File: src/rtl/click_pkg.sv
// click_pkg
//   Shared definitions for click_classifier: FSM state encoding, the default
//   gesture window and the timer-width helper used by the top and the timer.
//   Ports: none (package).
package click_pkg;

   typedef enum logic [1:0] {
      ST_IDLE  = 2'd0,
      ST_WAIT2 = 2'd1,
      ST_WAIT3 = 2'd2
   } state_e;

   // 0.5 s at 100 MHz.
   localparam int unsigned DEFAULT_WINDOW = 50_000_000;

   // Timer width; clamped to 1 so an illegal WINDOW still elaborates and the
   // configuration check in the top can report it.
   function automatic int unsigned cnt_width(input int unsigned window);
      return (window < 2) ? 1 : $clog2(window);
   endfunction

endpackage

File: src/rtl/window_timer.sv
// window_timer
//   Gap timer shared by all waiting states of click_classifier. Counts up while
//   enabled, clears synchronously, and flags done when the count sits at
//   WINDOW-1 (the last edge at which a follow-up pulse is still accepted).
//   Ports:
//     clk_i   system clock
//     rst_i   synchronous active-high reset
//     clr_i   synchronous clear (priority over en_i)
//     en_i    count enable
//     done_o  combinational: count == WINDOW-1
module window_timer #(
   parameter int unsigned WINDOW = 8
) (
   input  logic clk_i,
   input  logic rst_i,
   input  logic clr_i,
   input  logic en_i,
   output logic done_o
);

   localparam int unsigned CNT_W = click_pkg::cnt_width(WINDOW);
   localparam logic [CNT_W-1:0] LAST = CNT_W'(WINDOW - 1);

   logic [CNT_W-1:0] count_q, count_d;

   always_comb begin
      count_d = count_q;
      if (clr_i) begin
         count_d = '0;
      end else if (en_i) begin
         count_d = count_q + CNT_W'(1);
      end
   end

   always_ff @(posedge clk_i) begin
      if (rst_i) begin
         count_q <= '0;
      end else begin
         count_q <= count_d;
      end
   end

   assign done_o = (count_q == LAST);

endmodule

File: src/rtl/click_classifier.sv
// click_classifier
//   Classifies debounced press pulses into single / double (and optionally
//   triple) click gestures by timing the gap between pulses against WINDOW.
//   Optional feature macro: CLICK_TRIPLE_EN (adds WAIT3 and triple detection;
//   a double is then reported only after the WAIT3 timeout).
//   Ports:
//     clk          system clock
//     rst          synchronous active-high reset
//     pulse_in     one-cycle press pulse from the debouncer
//     single_out   one-cycle strobe, single click
//     double_out   one-cycle strobe, double click
//     triple_out   one-cycle strobe, triple click (0 without CLICK_TRIPLE_EN)
//     busy         high while a gesture is being timed
//     event_count  classified gestures, wraps 255 -> 0
module click_classifier
   import click_pkg::*;
#(
   parameter int unsigned WINDOW = DEFAULT_WINDOW
) (
   input  logic       clk,
   input  logic       rst,
   input  logic       pulse_in,
   output logic       single_out,
   output logic       double_out,
   output logic       triple_out,
   output logic       busy,
   output logic [7:0] event_count
);

   initial begin
      if (WINDOW < 2) begin
         $error("click_classifier: WINDOW must be >= 2 (got %0d)", WINDOW);
      end
   end

   state_e     state_q, state_d;
   logic       single_q, single_d;
   logic       double_q, double_d;
   logic       triple_q, triple_d;
   logic [7:0] count_q, count_d;
   logic       tmr_clr, tmr_en, tmr_done;

   window_timer #(
      .WINDOW (WINDOW)
   ) u_timer (
      .clk_i  (clk),
      .rst_i  (rst),
      .clr_i  (tmr_clr),
      .en_i   (tmr_en),
      .done_o (tmr_done)
   );

   // State register.
   always_ff @(posedge clk) begin
      if (rst) begin
         state_q <= ST_IDLE;
      end else begin
         state_q <= state_d;
      end
   end

   // Next state. A pulse always wins over a simultaneous timeout.
   always_comb begin
      state_d = state_q;
      unique case (state_q)
         ST_IDLE: begin
            if (pulse_in) state_d = ST_WAIT2;
         end
         ST_WAIT2: begin
`ifdef CLICK_TRIPLE_EN
            if (pulse_in) state_d = ST_WAIT3;
`else
            if (pulse_in) state_d = ST_IDLE;
`endif
            else if (tmr_done) state_d = ST_IDLE;
         end
`ifdef CLICK_TRIPLE_EN
         ST_WAIT3: begin
            if (pulse_in || tmr_done) state_d = ST_IDLE;
         end
`endif
         default: state_d = ST_IDLE;
      endcase
   end

   // Strobe next-values and timer control. The timer is held clear in IDLE so
   // a gesture always starts from 0 on the edge that sees its first pulse.
   always_comb begin
      single_d = 1'b0;
      double_d = 1'b0;
      triple_d = 1'b0;
      tmr_clr  = 1'b0;
      tmr_en   = 1'b0;
      unique case (state_q)
         ST_IDLE: begin
            tmr_clr = 1'b1;
         end
         ST_WAIT2: begin
            if (pulse_in) begin
`ifdef CLICK_TRIPLE_EN
               tmr_clr  = 1'b1;
`else
               double_d = 1'b1;
`endif
            end else if (tmr_done) begin
               single_d = 1'b1;
            end else begin
               tmr_en = 1'b1;
            end
         end
`ifdef CLICK_TRIPLE_EN
         ST_WAIT3: begin
            if (pulse_in) begin
               triple_d = 1'b1;
            end else if (tmr_done) begin
               double_d = 1'b1;
            end else begin
               tmr_en = 1'b1;
            end
         end
`endif
         default: ;
      endcase
   end

   always_comb begin
      count_d = count_q;
      if (single_d || double_d || triple_d) begin
         count_d = count_q + 8'd1;
      end
   end

   always_ff @(posedge clk) begin
      if (rst) begin
         single_q <= 1'b0;
         double_q <= 1'b0;
         triple_q <= 1'b0;
         count_q  <= 8'd0;
      end else begin
         single_q <= single_d;
         double_q <= double_d;
         triple_q <= triple_d;
         count_q  <= count_d;
      end
   end

   assign single_out  = single_q;
   assign double_out  = double_q;
   assign triple_out  = triple_q;
   assign busy        = (state_q != ST_IDLE);
   assign event_count = count_q;

endmodule

File: config.mk
export PLATFORM = sky130hd
export DESIGN_NAME = click_classifier
export DESIGN_NICKNAME = d
export VERILOG_FILES = /design/src/rtl/click_pkg.sv /design/src/rtl/window_timer.sv /design/src/rtl/click_classifier.sv
export SDC_FILE = /design/constraint.sdc
export NUM_CORES = 1
export LEC_CHECK = 0
export ABC_AREA = 1
export CORE_UTILIZATION = 35
export CTS_BUF_LIST = sky130_fd_sc_hd__clkbuf_16
export DETAILED_ROUTE_END_ITERATION = 10
export SYNTH_ARGS = -nofsm -noshare
export SYNTH_HDL_FRONTEND = slang
export SYNTH_SLANG_ARGS = --single-unit
File: constraint.sdc
create_clock -name clk -period 2.75 [get_ports clk]
set_clock_uncertainty 0.1 [all_clocks]
set_input_delay 0.825 -clock clk [delete_from_list [all_inputs] [get_ports clk]]
set_output_delay 0.825 -clock clk [all_outputs]
set_load 0.05 [all_outputs]
==> summary.txt, run 1 <==
Routing
  • DR iter-0 viols: 67
  • Residual DRC: 0
  • Routed length per instance: ~12 µm
  • Routed WL: ~5400 µm
  • Via Count: between 2000 and 2500
  • Number of detailed-routing iterations run before antenna repair: 4
  • Vias per cell: 4.89
  • Post-route antenna net violation count: 0

Min path
  • Hold/Removal Path Class: reg -> reg

Clock network
  • Number of buffers inserted to repair setup after CTS: 0
  • Reg clk slew, reported paths: 0.06 ns
  • Number of clock buffers inserted by TritonCTS: 5
  • Clock Sinks: 37
  • Number of hold buffers added after CTS: 0
  • Number of cells upsized or downsized after cts: 0
  • Number of buffers between clock root and the deepest sink: 2
  • Clock tree from TritonCTS: done
  • Root buf cell: clkbuf_16
  • Level count of the clock H-tree: 2
  • Clock insertion delay at the later pin of the skew report: about 0.28 ns

GRT
  • Grt total ovfl: 0
  • Aggregate global-route resource usage: 0.165
  • Maximum number of pins on one net before global-route repair: 24
  • Global-route wire length before repair: approximately 9400 µm
  • Antenna violations before repair: 0
  • Vias in the first global route: 2035

Pwr
  • Part of the total power dissipated in sequential elements: 0.425
  • Ratio of total power to cell area: 483 nW/µm²
  • Share of power burned in the clock network: 0.514
  • Worst VDD drop: between 200 and 300 µV
  • Leakage power figure: between 0.0008 and 0.0009 µW
  • Comb pwr share: 0.060
  • Net switching power figure: 293 µW
  • Switching power share of the total: 0.229
  • Int Pwr: 990 µW

Synthesis
  • Instance count of the mapped netlist: 357
  • Sequential element share of the synthesized area: 0.322
  • Combined area of all synthesized cells: around 2300 µm²
  • Mean cell area of the mapped netlist: ~6.4 µm²
  • Post-synthesis cell type count: 30
  • FF+latch count, synth: 37
  • Post-synth net total: approximately 360
  • Synth warnings: 0

Worst setup path
  • Cell with the largest stage delay on the worst path: clkdlybuf4s50_1
  • Largest stage delay on the critical path: around 0.84 ns
  • Startpoint type of the worst setup path: flip-flop
  • Reg2Reg Setup Slack: about 0.38 ns
  • Endpoint type of the worst setup path: output pin
  • Cell Chain, Critical Path: clkdlybuf4s50_1
  • Critical path peak fanout: 6
  • Critical path type: reg -> out
  • Critical path buffers and inverters: 1
  • Data required, critical path: around 1.8 ns
  • Arrival time of data at the critical path endpoint: between 1.5 and 2 ns
  • Kind of cell adding the most delay to the critical path: buffers and inverters

Final layout
  • Layout fillers: roughly 660
  • Final Util: 0.418
  • Antenna Diode Count: 0
  • Final net count: between 300 and 400
  • Area growth syn-to-layout: 15.5%
  • Fraction of final layout cells sized beyond drive strength 1: 0.0965

Outcome
  • Status: finished clean

STA
  • Highest clock rate: 403 MHz
  • Final slew viol count: 0
  • Final count of hold timing violations: 0
  • Hold slack final: between 0.3 and 0.4 ns
  • Ratio of final minimum period to clock period: 0.903
  • Clock period minus final worst setup slack: about 2.5 ns
  • Final setup vio count: 0
  • Unrepaired setup endpoints after global routing: false
  • Slew at the pin closest to its max-slew limit: about 0.87 ns
  • Final-layout setup total negative slack: 0 ns
  • Slew headroom: 0.418

Floorplanning
  • Die outline width: between 80 and 90 µm
  • Die footprint: roughly 7000 µm²
  • Starting density of the core: 0.362
  • Area of the core: 6350 µm²
  • Num ports: 15
  • Height of the die: between 80 and 90 µm
  • Standard-cell row count: 29

Flow run
  • MaxCap Viol Count: 0

Placement
  • DPL Wire Length: 3890 µm
  • Number of port buffers: 13
  • Last weighted congestion value of the routability-driven placer: ~0.84
-- per-stage QoR --
step                worst slack, ns  total power, µW  std cells  area (µm²)
finish                        0.266             1280        450        2660
global route                  0.149             1330        450        2660
CTS                           0.260             1300        450        2660
detailed placement            0.161              636        442        2480
global placement              0.192              635        442        2480
floorplan                     0.900              617        357        2300
-- power groups by stage --
stage	logic [µW]	registers, µW	clock network [µW]
2_1_floorplan	47.1	570	0
3_3_place_gp	77.4	558	0
4_1_cts	77.8	546	676
6_report	77.3	546	660
5_1_grt	84.9	547	698
3_5_place_dp	77.6	558	0
-- placed cells by master (no fill, tap or decap), types with 2 or more instances in the layout --
cell type / instances
nand4_1: 8
nand3_4: 2
nand2_1: 137
o21ai_1: 4
nand2_4: 3
a21oi_1: 27
nand2_2: 2
xor2_1: 9
buf_4: 6
xnor2_1: 6
clkinv_4: 2
nand3_1: 16
clkdlybuf4s50_1: 12
clkbuf_16: 5
nor2_1: 49
nor2_2: 4
dfxtp_1: 37
a21oi_2: 6
ha_1: 2
nor2_4: 2
inv_1: 18
inv_2: 2
nand3b_1: 7
-- logic make-up (layout without fill, tap and decap cells) --
group           after synthesis  count (layout)  synth area share
compound gates               38              38            0.0925
xor+xnor                     15              15            0.0571
fa+ha+maj                     2               2            0.0109
buf+inv                      32              48            0.0718
flops                        37              37             0.322
other cells                   1               1           0.00163
simple gates                232             232             0.444
-- area by class of cell --
type / instances / area [µm²] / area share
sequential: 37 / 741 / 0.279
timing repair buffer: 18 / 165 / 0.0622
inverter: 22 / 87.6 / 0.0330
clock inverter: 3 / 46.3 / 0.0174
tap: 77 / 96.3 / 0.0363
clock buffer: 5 / 125 / 0.0471
multi-input combinational: 288 / 1390 / 0.525
-- layer usage --
layer	vias to the layer above	share of wire	global-route usage	wire, µm
li1	1161	-	-	-
met1	992	0.51	0.234	2750
met2	41	0.44	0.256	2390
met3	6	0.033	0.0268	177
met4	0	0.012	0.0502	62
met5	-	0	0	0
-- path summary, 6_finish.rpt --
check,from,end,cells past startpoint
worst max register to register,u_timer.count_q[0]$_SDFFE_PP0P_,u_timer.count_q[22]$_SDFFE_PP0P_,10
worst max-delay path,event_count[2]$_SDFFE_PP0P_,event_count[2],1
worst min register to register,u_timer.count_q[25]$_SDFFE_PP0P_,u_timer.count_q[25]$_SDFFE_PP0P_,2
worst min-delay path,u_timer.count_q[25]$_SDFFE_PP0P_,u_timer.count_q[25]$_SDFFE_PP0P_,2
-- cells in the mapped netlist --
| cell | count | area share |
|---|---|---|
| nand2_1 | 137 | 0.22 |
| nor2_1 | 49 | 0.080 |
| dfxtp_1 | 37 | 0.32 |
| a21oi_1 | 27 | 0.059 |
| inv_1 | 18 | 0.029 |
| nand3_1 | 16 | 0.035 |
| xor2_1 | 9 | 0.034 |
| nand4_1 | 8 | 0.022 |
| nand3b_1 | 7 | 0.023 |
| a21oi_2 | 6 | 0.023 |
| xnor2_1 | 6 | 0.023 |
| nor2_2 | 4 | 0.011 |
| o21ai_1 | 4 | 0.0087 |
| buf_4 | 3 | 0.0098 |
| nand2_4 | 3 | 0.015 |
| buf_2 | 2 | 0.0044 |
| buf_6 | 2 | 0.0098 |
| clkbuf_1 | 2 | 0.0033 |
| ha_1 | 2 | 0.011 |
| inv_2 | 2 | 0.0033 |
| nand2_2 | 2 | 0.0054 |
| nand3_4 | 2 | 0.015 |
| nor2_4 | 2 | 0.0098 |
| buf_8 | 1 | 0.0065 |
| clkinv_1 | 1 | 0.0016 |
| clkinv_4 | 1 | 0.0038 |
| conb_1 | 1 | 0.0016 |
| nor3_1 | 1 | 0.0022 |
| nor4_1 | 1 | 0.0027 |
| o21ai_0 | 1 | 0.0022 |
-- flip-flops by register name (all words and copies together) (netlist names) --
name	count
double_out	1
state_q	1
single_out	1
event_count	8
u_timer.count_q	26
(Power assumes the default switching activity.)
==> run 2: changes to the inputs <==
--- a/config.mk
+++ b/config.mk
@@ -5,7 +5,7 @@
 export SDC_FILE = /design/constraint.sdc
 export NUM_CORES = 1
 export LEC_CHECK = 0
-export ABC_AREA = 1
+export CAP_MARGIN = 30
 export CORE_UTILIZATION = 35
 export CTS_BUF_LIST = sky130_fd_sc_hd__clkbuf_16
 export DETAILED_ROUTE_END_ITERATION = 10
==> summary.txt, run 2 <==
Synthesis
  • Post-synth EDFFs: 0 (unchanged)
  • Post-synthesis cell type count: 44 (+47%)
  • Synth warnings: 0 (unchanged)
  • FF+latch count, synth: 37 (unchanged)
  • Combined area of all synthesized cells: 1860 µm² (-19%)
  • Synth top area share: 0.398 (+0.0760)
  • Leading cell type by number of instances after synthesis: dfxtp_1
  • Top post-synthesis cells by area: dfxtp_1, xnor2_1, a21oi_1
  • Most area-hungry cell type in the Yosys netlist: dfxtp_1
  • Instance count of the mapped netlist: 217 (-39%)
  • Post-synth net total: 222 (-39%)
  • Flip-flop cell with the highest count after synthesis: dfxtp_1
  • Most frequent cells after synthesis: dfxtp_1, nor2_1, a21oi_1, nand2_1, nand3_1
  • Synth async-reset ratio: 0 (unchanged)
  • Mean cell area of the mapped netlist: 8.57 µm² (+33%)
  • Sequential element share of the synthesized area: 0.398 (+0.0760)

Clock network
  • Root buf cell: clkbuf_16
  • Number of buffers inserted to repair setup after CTS: 0 (unchanged)
  • Level count of the clock H-tree: 2 (unchanged)
  • Clock insertion delay at the later pin of the skew report: 0.28 ns (about the same)
  • Number of cells upsized or downsized after cts: 0 (unchanged)
  • Number of buffers between clock root and the deepest sink: 2 (unchanged)
  • Clock tree from TritonCTS: done
  • Number of clock buffers inserted by TritonCTS: 5 (unchanged)
  • Number of hold buffers added after CTS: 0 (unchanged)
  • Clock Sinks: 37 (unchanged)
  • Reg clk slew, reported paths: 0.06 ns (about the same)

Worst setup path
  • Cell Chain, Critical Path: clkdlybuf4s50_1
  • Critical path buffers and inverters: 1 (unchanged)
  • Cell count of the worst reg-to-reg path: 6 (-4)
  • Worst R2R Start: u_timer.count_q[8]$_SDFFE_PP0P_
  • Cell with the largest stage delay on the worst path: clkdlybuf4s50_1
  • Largest stage delay on the critical path: 0.84 ns (about the same)
  • Critical path type: reg -> out
  • Start point of the critical path: event_count[3]$_SDFFE_PP0P_
  • Kind of cell adding the most delay to the critical path: buffers and inverters
  • Startpoint type of the worst setup path: flip-flop
  • Endpoint type of the worst setup path: output pin
  • Data required, critical path: 1.83 ns (about the same)
  • Cell depth of the worst setup path: 1 (unchanged)
  • Critical path peak fanout: 6 (unchanged)
  • Arrival time of data at the critical path endpoint: 1.54 ns (-0.02 ns)

Floorplanning
  • Height of the die: 74.9 µm (-9.8%)
  • Area of the core: 5110 µm² (-20%)
  • Num ports: 15 (unchanged)
  • Die footprint: 5610 µm² (-19%)
  • Standard-cell row count: 26 (-10%)
  • Die outline width: 74.9 µm (-9.8%)
  • Starting density of the core: 0.364 (+0.00211)

Routing
  • Vias per cell: 5.28 (+8.0%)
  • Via Count: 1637 (-26%)
  • Number of detailed-routing iterations run before antenna repair: 4 (unchanged)
  • Residual DRC: 0 (unchanged)
  • Post-route antenna net violation count: 0 (unchanged)
  • Routed WL: 4120 µm (-23%)
  • DR iter-0 viols: 58 (-13%)
  • Routed length per instance: 13.3 µm (+11%)

Final layout
  • Leading cell types in the layout, fill and taps excluded: dfxtp_1, nor2_1, nand2_1, a21oi_1
  • Fraction of final layout cells sized beyond drive strength 1: 0.154 (+0.0577)
  • Area growth syn-to-layout: 21.6%
  • Final net count: 244 (-35%)
  • Antenna Diode Count: 0 (unchanged)
  • Most common library cell in the layout ignoring fill and taps: dfxtp_1
  • Final instance area: 2260 µm² (-15%)
  • Most flop-heavy register: u_timer.count_q
  • Number of flip-flops under the largest register name: 26 (unchanged)

STA
  • Clock period minus final worst setup slack: 2.47 ns (-0.0180 ns)
  • Unrepaired setup endpoints after global routing: false
  • Slew at the pin closest to its max-slew limit: 0.509 ns (-0.362 ns)
  • Final-layout setup total negative slack: 0 ns (unchanged)
  • Final setup vio count: 0 (unchanged)
  • Final count of hold timing violations: 0 (unchanged)
  • Slew headroom: 0.659 (+0.241)
  • Ratio of final minimum period to clock period: 0.897 (-0.00653)
  • Hold slack final: 0.373 ns (-0.0109 ns)
  • Final slew viol count: 0 (unchanged)
  • Highest clock rate: 406 MHz (+0.73%)

Pwr
  • Worst VDD drop: 248 µV (-8.5%)
  • Ratio of total power to cell area: 511 nW/µm² (+5.7%)
  • Leakage power figure: 0.000685 µW (-23%)

Flow run
  • MaxCap Viol Count: 0 (unchanged)

GRT
  • Grt total ovfl: 0 (unchanged)
  • Antenna violations before repair: 0 (unchanged)
  • Global-route wire length before repair: 6610 µm (-30%)
  • Maximum number of pins on one net before global-route repair: 19 (-21%)
  • Vias in the first global route: 1409 (-31%)
  • Aggregate global-route resource usage: 0.160 (-0.00522)

Placement
  • DPL Wire Length: 3010 µm (-23%)
  • Number of port buffers: 13 (unchanged)
  • Last weighted congestion value of the routability-driven placer: 0.838 (+0.34%)
  • Area post-placement: 2120 µm² (-15%)

Outcome
  • Status: finished clean

Min path
  • Hold path depth: 2 (unchanged)
  • Hold/Removal Path Class: reg -> reg
  • Hold path startpoint: u_timer.count_q[25]$_SDFFE_PP0P_
-- run 2: changes by cell type in the layout (fill, tap and decap cells not counted), moves of 5 or more --
cell and delta:
nor4_1 +5, o31ai_1 +7, xor2_1 -5, nor2_1 -30
inv_1 -10, nand3b_1 -7, buf_4 +7, a21oi_1 -12
or3_1 +6, nand2_1 -122, or4_1 +5
-- run 2: final timing paths --
check,slack [ns],endpoint
worst min-delay path,0.37,u_timer.count_q[25]$_SDFFE_PP0P_
worst min register to register,0.37,u_timer.count_q[25]$_SDFFE_PP0P_
worst max register to register,0.31,event_count[3]$_SDFFE_PP0P_
worst max-delay path,0.28,event_count[3]
-- run 2: area by class of cell --
cell class                 count  area (µm²)
fill                         520        2850
multi-input combinational    161        1030
sequential                    37         741
timing repair buffer          26         228
clock buffer                   5         125
tap                           70        87.6
inverter                       8        30.0
clock inverter                 3        17.5
-- run 2: worst min-delay path, stage by stage (launching register included) --
cell,delay (ns)
dfxtp_1,0.32
nand2_1,0.06
o21ai_1,0.05
-- run 2: report_power, final --
| part | switching [µW] | leakage [µW] | internal, µW |
|---|---|---|---|
| clock | 219 | 0.0000696 | 332 |
| combinational | 42.4 | 0.000317 | 21.1 |
| sequential | 2.53 | 0.000298 | 539 |
| total | 264 | 0.000685 | 892 |
-- run 2: kinds of logic after synthesis --
family	count (synthesis)	synth area share
mux	1	0.00605
simple gates	98	0.305
compound gates	46	0.168
buf+inv	19	0.0464
xor+xnor	13	0.0612
other cells	1	0.00202
fa+ha+maj	2	0.0134
flops	37	0.398
-- run 2: layer usage --
metal	vias to the layer above	track usage	wire [µm]
met1	771	0.194	1990
li1	831	-	-
met2	28	0.261	1910
met3	7	0.0402	132
met4	0	0.0818	89
met5	-	0	0
-- run 2: metrics by stage --
stage,setup slack (ns),power [µW],utilization,instances
3_5_place_dp,0.0824,617,0.415,302
6_report,0.284,1160,0.443,310
5_1_grt,0.221,1200,0.443,310
3_3_place_gp,0.125,616,0.415,302
4_1_cts,0.275,1170,0.443,310
2_1_floorplan,0.488,593,-,217
==> run 3: changes to the inputs <==
--- a/config.mk
+++ b/config.mk
@@ -5,10 +5,11 @@
 export SDC_FILE = /design/constraint.sdc
 export NUM_CORES = 1
 export LEC_CHECK = 0
-export CAP_MARGIN = 30
+export CAP_MARGIN = 20
 export CORE_UTILIZATION = 35
 export CTS_BUF_LIST = sky130_fd_sc_hd__clkbuf_16
 export DETAILED_ROUTE_END_ITERATION = 10
+export SKIP_LAST_GASP = 1
 export SYNTH_ARGS = -nofsm -noshare
 export SYNTH_HDL_FRONTEND = slang
 export SYNTH_SLANG_ARGS = --single-unit
==> constraint.sdc (replaced) <==
create_clock -name clk -period 3.1 [get_ports clk]
set_clock_uncertainty 0.1 [all_clocks]
set_input_delay 0.93 -clock clk [delete_from_list [all_inputs] [get_ports clk]]
set_output_delay 0.93 -clock clk [all_outputs]
set_load 0.05 [all_outputs]
==> summary.txt, run 3 (synthesized netlist as in run 2, its figures left out) <==
STA
  • Clock period minus final worst setup slack: 2.66 ns
  • Final-layout setup total negative slack: 0 ns (unchanged)
  • Final slew viol count: 0 (unchanged)
  • Slew headroom: 0.600 (-0.0598)
  • Final count of hold timing violations: 0 (unchanged)
  • Unrepaired setup endpoints after global routing: false
  • Slew at the pin closest to its max-slew limit: 0.601 ns (+0.0912 ns)
  • Highest clock rate: between 300 and 400 MHz
  • Worst path setup slack after routing: 0.435 ns (+0.151 ns)
  • Ratio of final minimum period to clock period: 0.860
  • Final setup vio count: 0 (unchanged)

Clock network
  • Number of buffers inserted to repair setup after CTS: 0 (unchanged)
  • Level count of the clock H-tree: 2 (unchanged)
  • Clock tree from TritonCTS: done
  • Clock insertion delay at the later pin of the skew report: 0.28 ns (about the same)
  • Number of cells upsized or downsized after cts: 0 (unchanged)
  • Number of clock buffers inserted by TritonCTS: 5 (unchanged)
  • Root buf cell: clkbuf_16
  • Reg clk slew, reported paths: 0.06 ns (about the same)
  • Number of buffers between clock root and the deepest sink: 2 (unchanged)
  • Number of hold buffers added after CTS: 0 (unchanged)
  • Clock Sinks: 37 (unchanged)

Worst setup path
  • Cell Chain, Critical Path: clkdlybuf4s50_1
  • Cell count of the worst reg-to-reg path: 5 (-1)
  • Reg-to-reg critical path endpoint: event_count[7]$_SDFFE_PP0P_
  • Worst R2R Start: u_timer.count_q[8]$_SDFFE_PP0P_
  • Data required, critical path: 2.07 ns (+0.24 ns)
  • Critical path peak fanout: 8 (+2)
  • Critical path buffers and inverters: 1 (unchanged)
  • Largest stage delay on the critical path: 0.87 ns (+0.03 ns)
  • Startpoint type of the worst setup path: flip-flop
  • Endpoint type of the worst setup path: output pin
  • Cell with the largest stage delay on the worst path: clkdlybuf4s50_1
  • Arrival time of data at the critical path endpoint: 1.63 ns (+0.09 ns)
  • Kind of cell adding the most delay to the critical path: buffers and inverters
  • Critical path type: reg -> out
  • Reg2Reg Setup Slack: 0.63 ns (+0.32 ns)

Pwr
  • Ratio of total power to cell area: 531 nW/µm² (+3.9%)
  • Leakage power figure: 0.000666 µW (-2.8%)
  • Worst VDD drop: 353 µV (+42%)

Routing
  • Routed WL: 3970 µm (-3.7%)
  • Residual DRC: 0 (unchanged)
  • Post-route antenna net violation count: 0 (unchanged)
  • Via Count: 1588 (-3.0%)
  • Routed length per instance: 13.2 µm (-0.78%)
  • Number of detailed-routing iterations run before antenna repair: 4 (unchanged)
  • Vias per cell: 5.28 (about the same)
  • DR iter-0 viols: 116 (+100%)

Placement
  • DPL Wire Length: 2870 µm (-4.7%)
  • Last weighted congestion value of the routability-driven placer: 0.873 (+4.2%)
  • Area post-placement: 2050 µm² (-3.2%)
  • Dpl ws: 0.231 ns (+0.149 ns)
  • Number of port buffers: 13 (unchanged)

Floorplanning
  • Starting density of the core: 0.364 (unchanged)
  • Num ports: 15 (unchanged)
  • Die outline width: 74.9 µm (unchanged)
  • Height of the die: 74.9 µm (unchanged)
  • Die footprint: 5610 µm² (unchanged)
  • Area of the core: 5110 µm² (unchanged)
  • Standard-cell row count: 26 (unchanged)

Min path
  • Hold/Removal Path Class: reg -> reg
  • Hold path depth: 2 (unchanged)
  • Hold path startpoint: u_timer.count_q[25]$_SDFFE_PP0P_
  • Capture endpoint of the worst hold path: u_timer.count_q[25]$_SDFFE_PP0P_

Flow run
  • MaxCap Viol Count: 0 (unchanged)

Final layout
  • Leading cell types in the layout, fill and taps excluded: dfxtp_1, nor2_1, nand2_1, a21oi_1
  • Final instance area: 2250 µm² (-0.72%)
  • Area growth syn-to-layout: 20.7%
  • Most common library cell in the layout ignoring fill and taps: dfxtp_1
  • Fraction of final layout cells sized beyond drive strength 1: 0.121 (-0.0330)
  • Most flop-heavy register: u_timer.count_q
  • Antenna Diode Count: 0 (unchanged)
  • Number of flip-flops under the largest register name: 26 (unchanged)
  • Final net count: 235 (-3.7%)

GRT
  • Grt total ovfl: 0 (unchanged)
  • Maximum number of pins on one net before global-route repair: 27 (+8)
  • Antenna violations before repair: 0 (unchanged)
  • Vias in the first global route: 1482 (+5.2%)
  • Aggregate global-route resource usage: 0.160 (+0.000462)
  • Global-route wire length before repair: 6750 µm (+2.1%)

Outcome
  • Status: finished clean
## run 3: changes by cell type in the layout (fill, tap and decap cells not counted), sizes merged
cell / before / now
buf: 13 / 4
clkinvlp: 1 / 0
clkinv: 2 / 0
bufinv: 0 / 2
inv: 8 / 9
## run 3: through the flow
stage / hold slack, ns / utilization / cells / power, µW
floorplan: 0.342 / - / 217 / 526
detailed placement: 0.377 / 0.402 / 293 / 542
CTS: 0.385 / 0.440 / 301 / 1200
global route: 0.420 / 0.440 / 301 / 1230
global placement: 0.378 / 0.402 / 293 / 542
finish: 0.390 / 0.440 / 301 / 1190
## run 3: cell type report
cell class                      count  area [µm²]
Clock inverter                      3        68.8
Tap cell                           70        87.6
Clock buffer                        5         125
Multi-Input combinational cell    161        1030
Timing Repair Buffer               17         160
Inverter                            8        30.0
Sequential cell                    37         741
Fill cell                         524        2860
## run 3: worst max-delay path by stage
stage / from / endpoint / slack, ns / cells after the start
after floorplan: pulse_in / u_timer.count_q[25]$_SDFFE_PP0P_ / 0.73 / 6
after global placement: pulse_in / u_timer.count_q[25]$_SDFFE_PP0P_ / 0.31 / 6
after detailed placement: pulse_in / u_timer.count_q[25]$_SDFFE_PP0P_ / 0.23 / 6
after CTS: state_q[0]$_SDFFE_PP0P_ / busy / 0.43 / 1
after global routing: pulse_in / u_timer.count_q[25]$_SDFFE_PP0P_ / 0.39 / 6
final: state_q[0]$_SDFFE_PP0P_ / busy / 0.44 / 1
## run 3: metal layers
layer | global-route usage | vias to the layer above | part of all wire
met5 | 0 | - | 0
met4 | 0.0671 | 0 | 0.015
met3 | 0.0361 | 5 | 0.025
met2 | 0.266 | 22 | 0.47
met1 | 0.200 | 735 | 0.49
li1 | - | 826 | -
## run 3: where the power goes
| part | leakage (µW) | internal (µW) | switching [µW] |
|---|---|---|---|
| Combinational | 0.000273 | 14.5 | 34.0 |
| Clock | 0.0000944 | 464 | 199 |
| Sequential | 0.000298 | 478 | 4.00 |
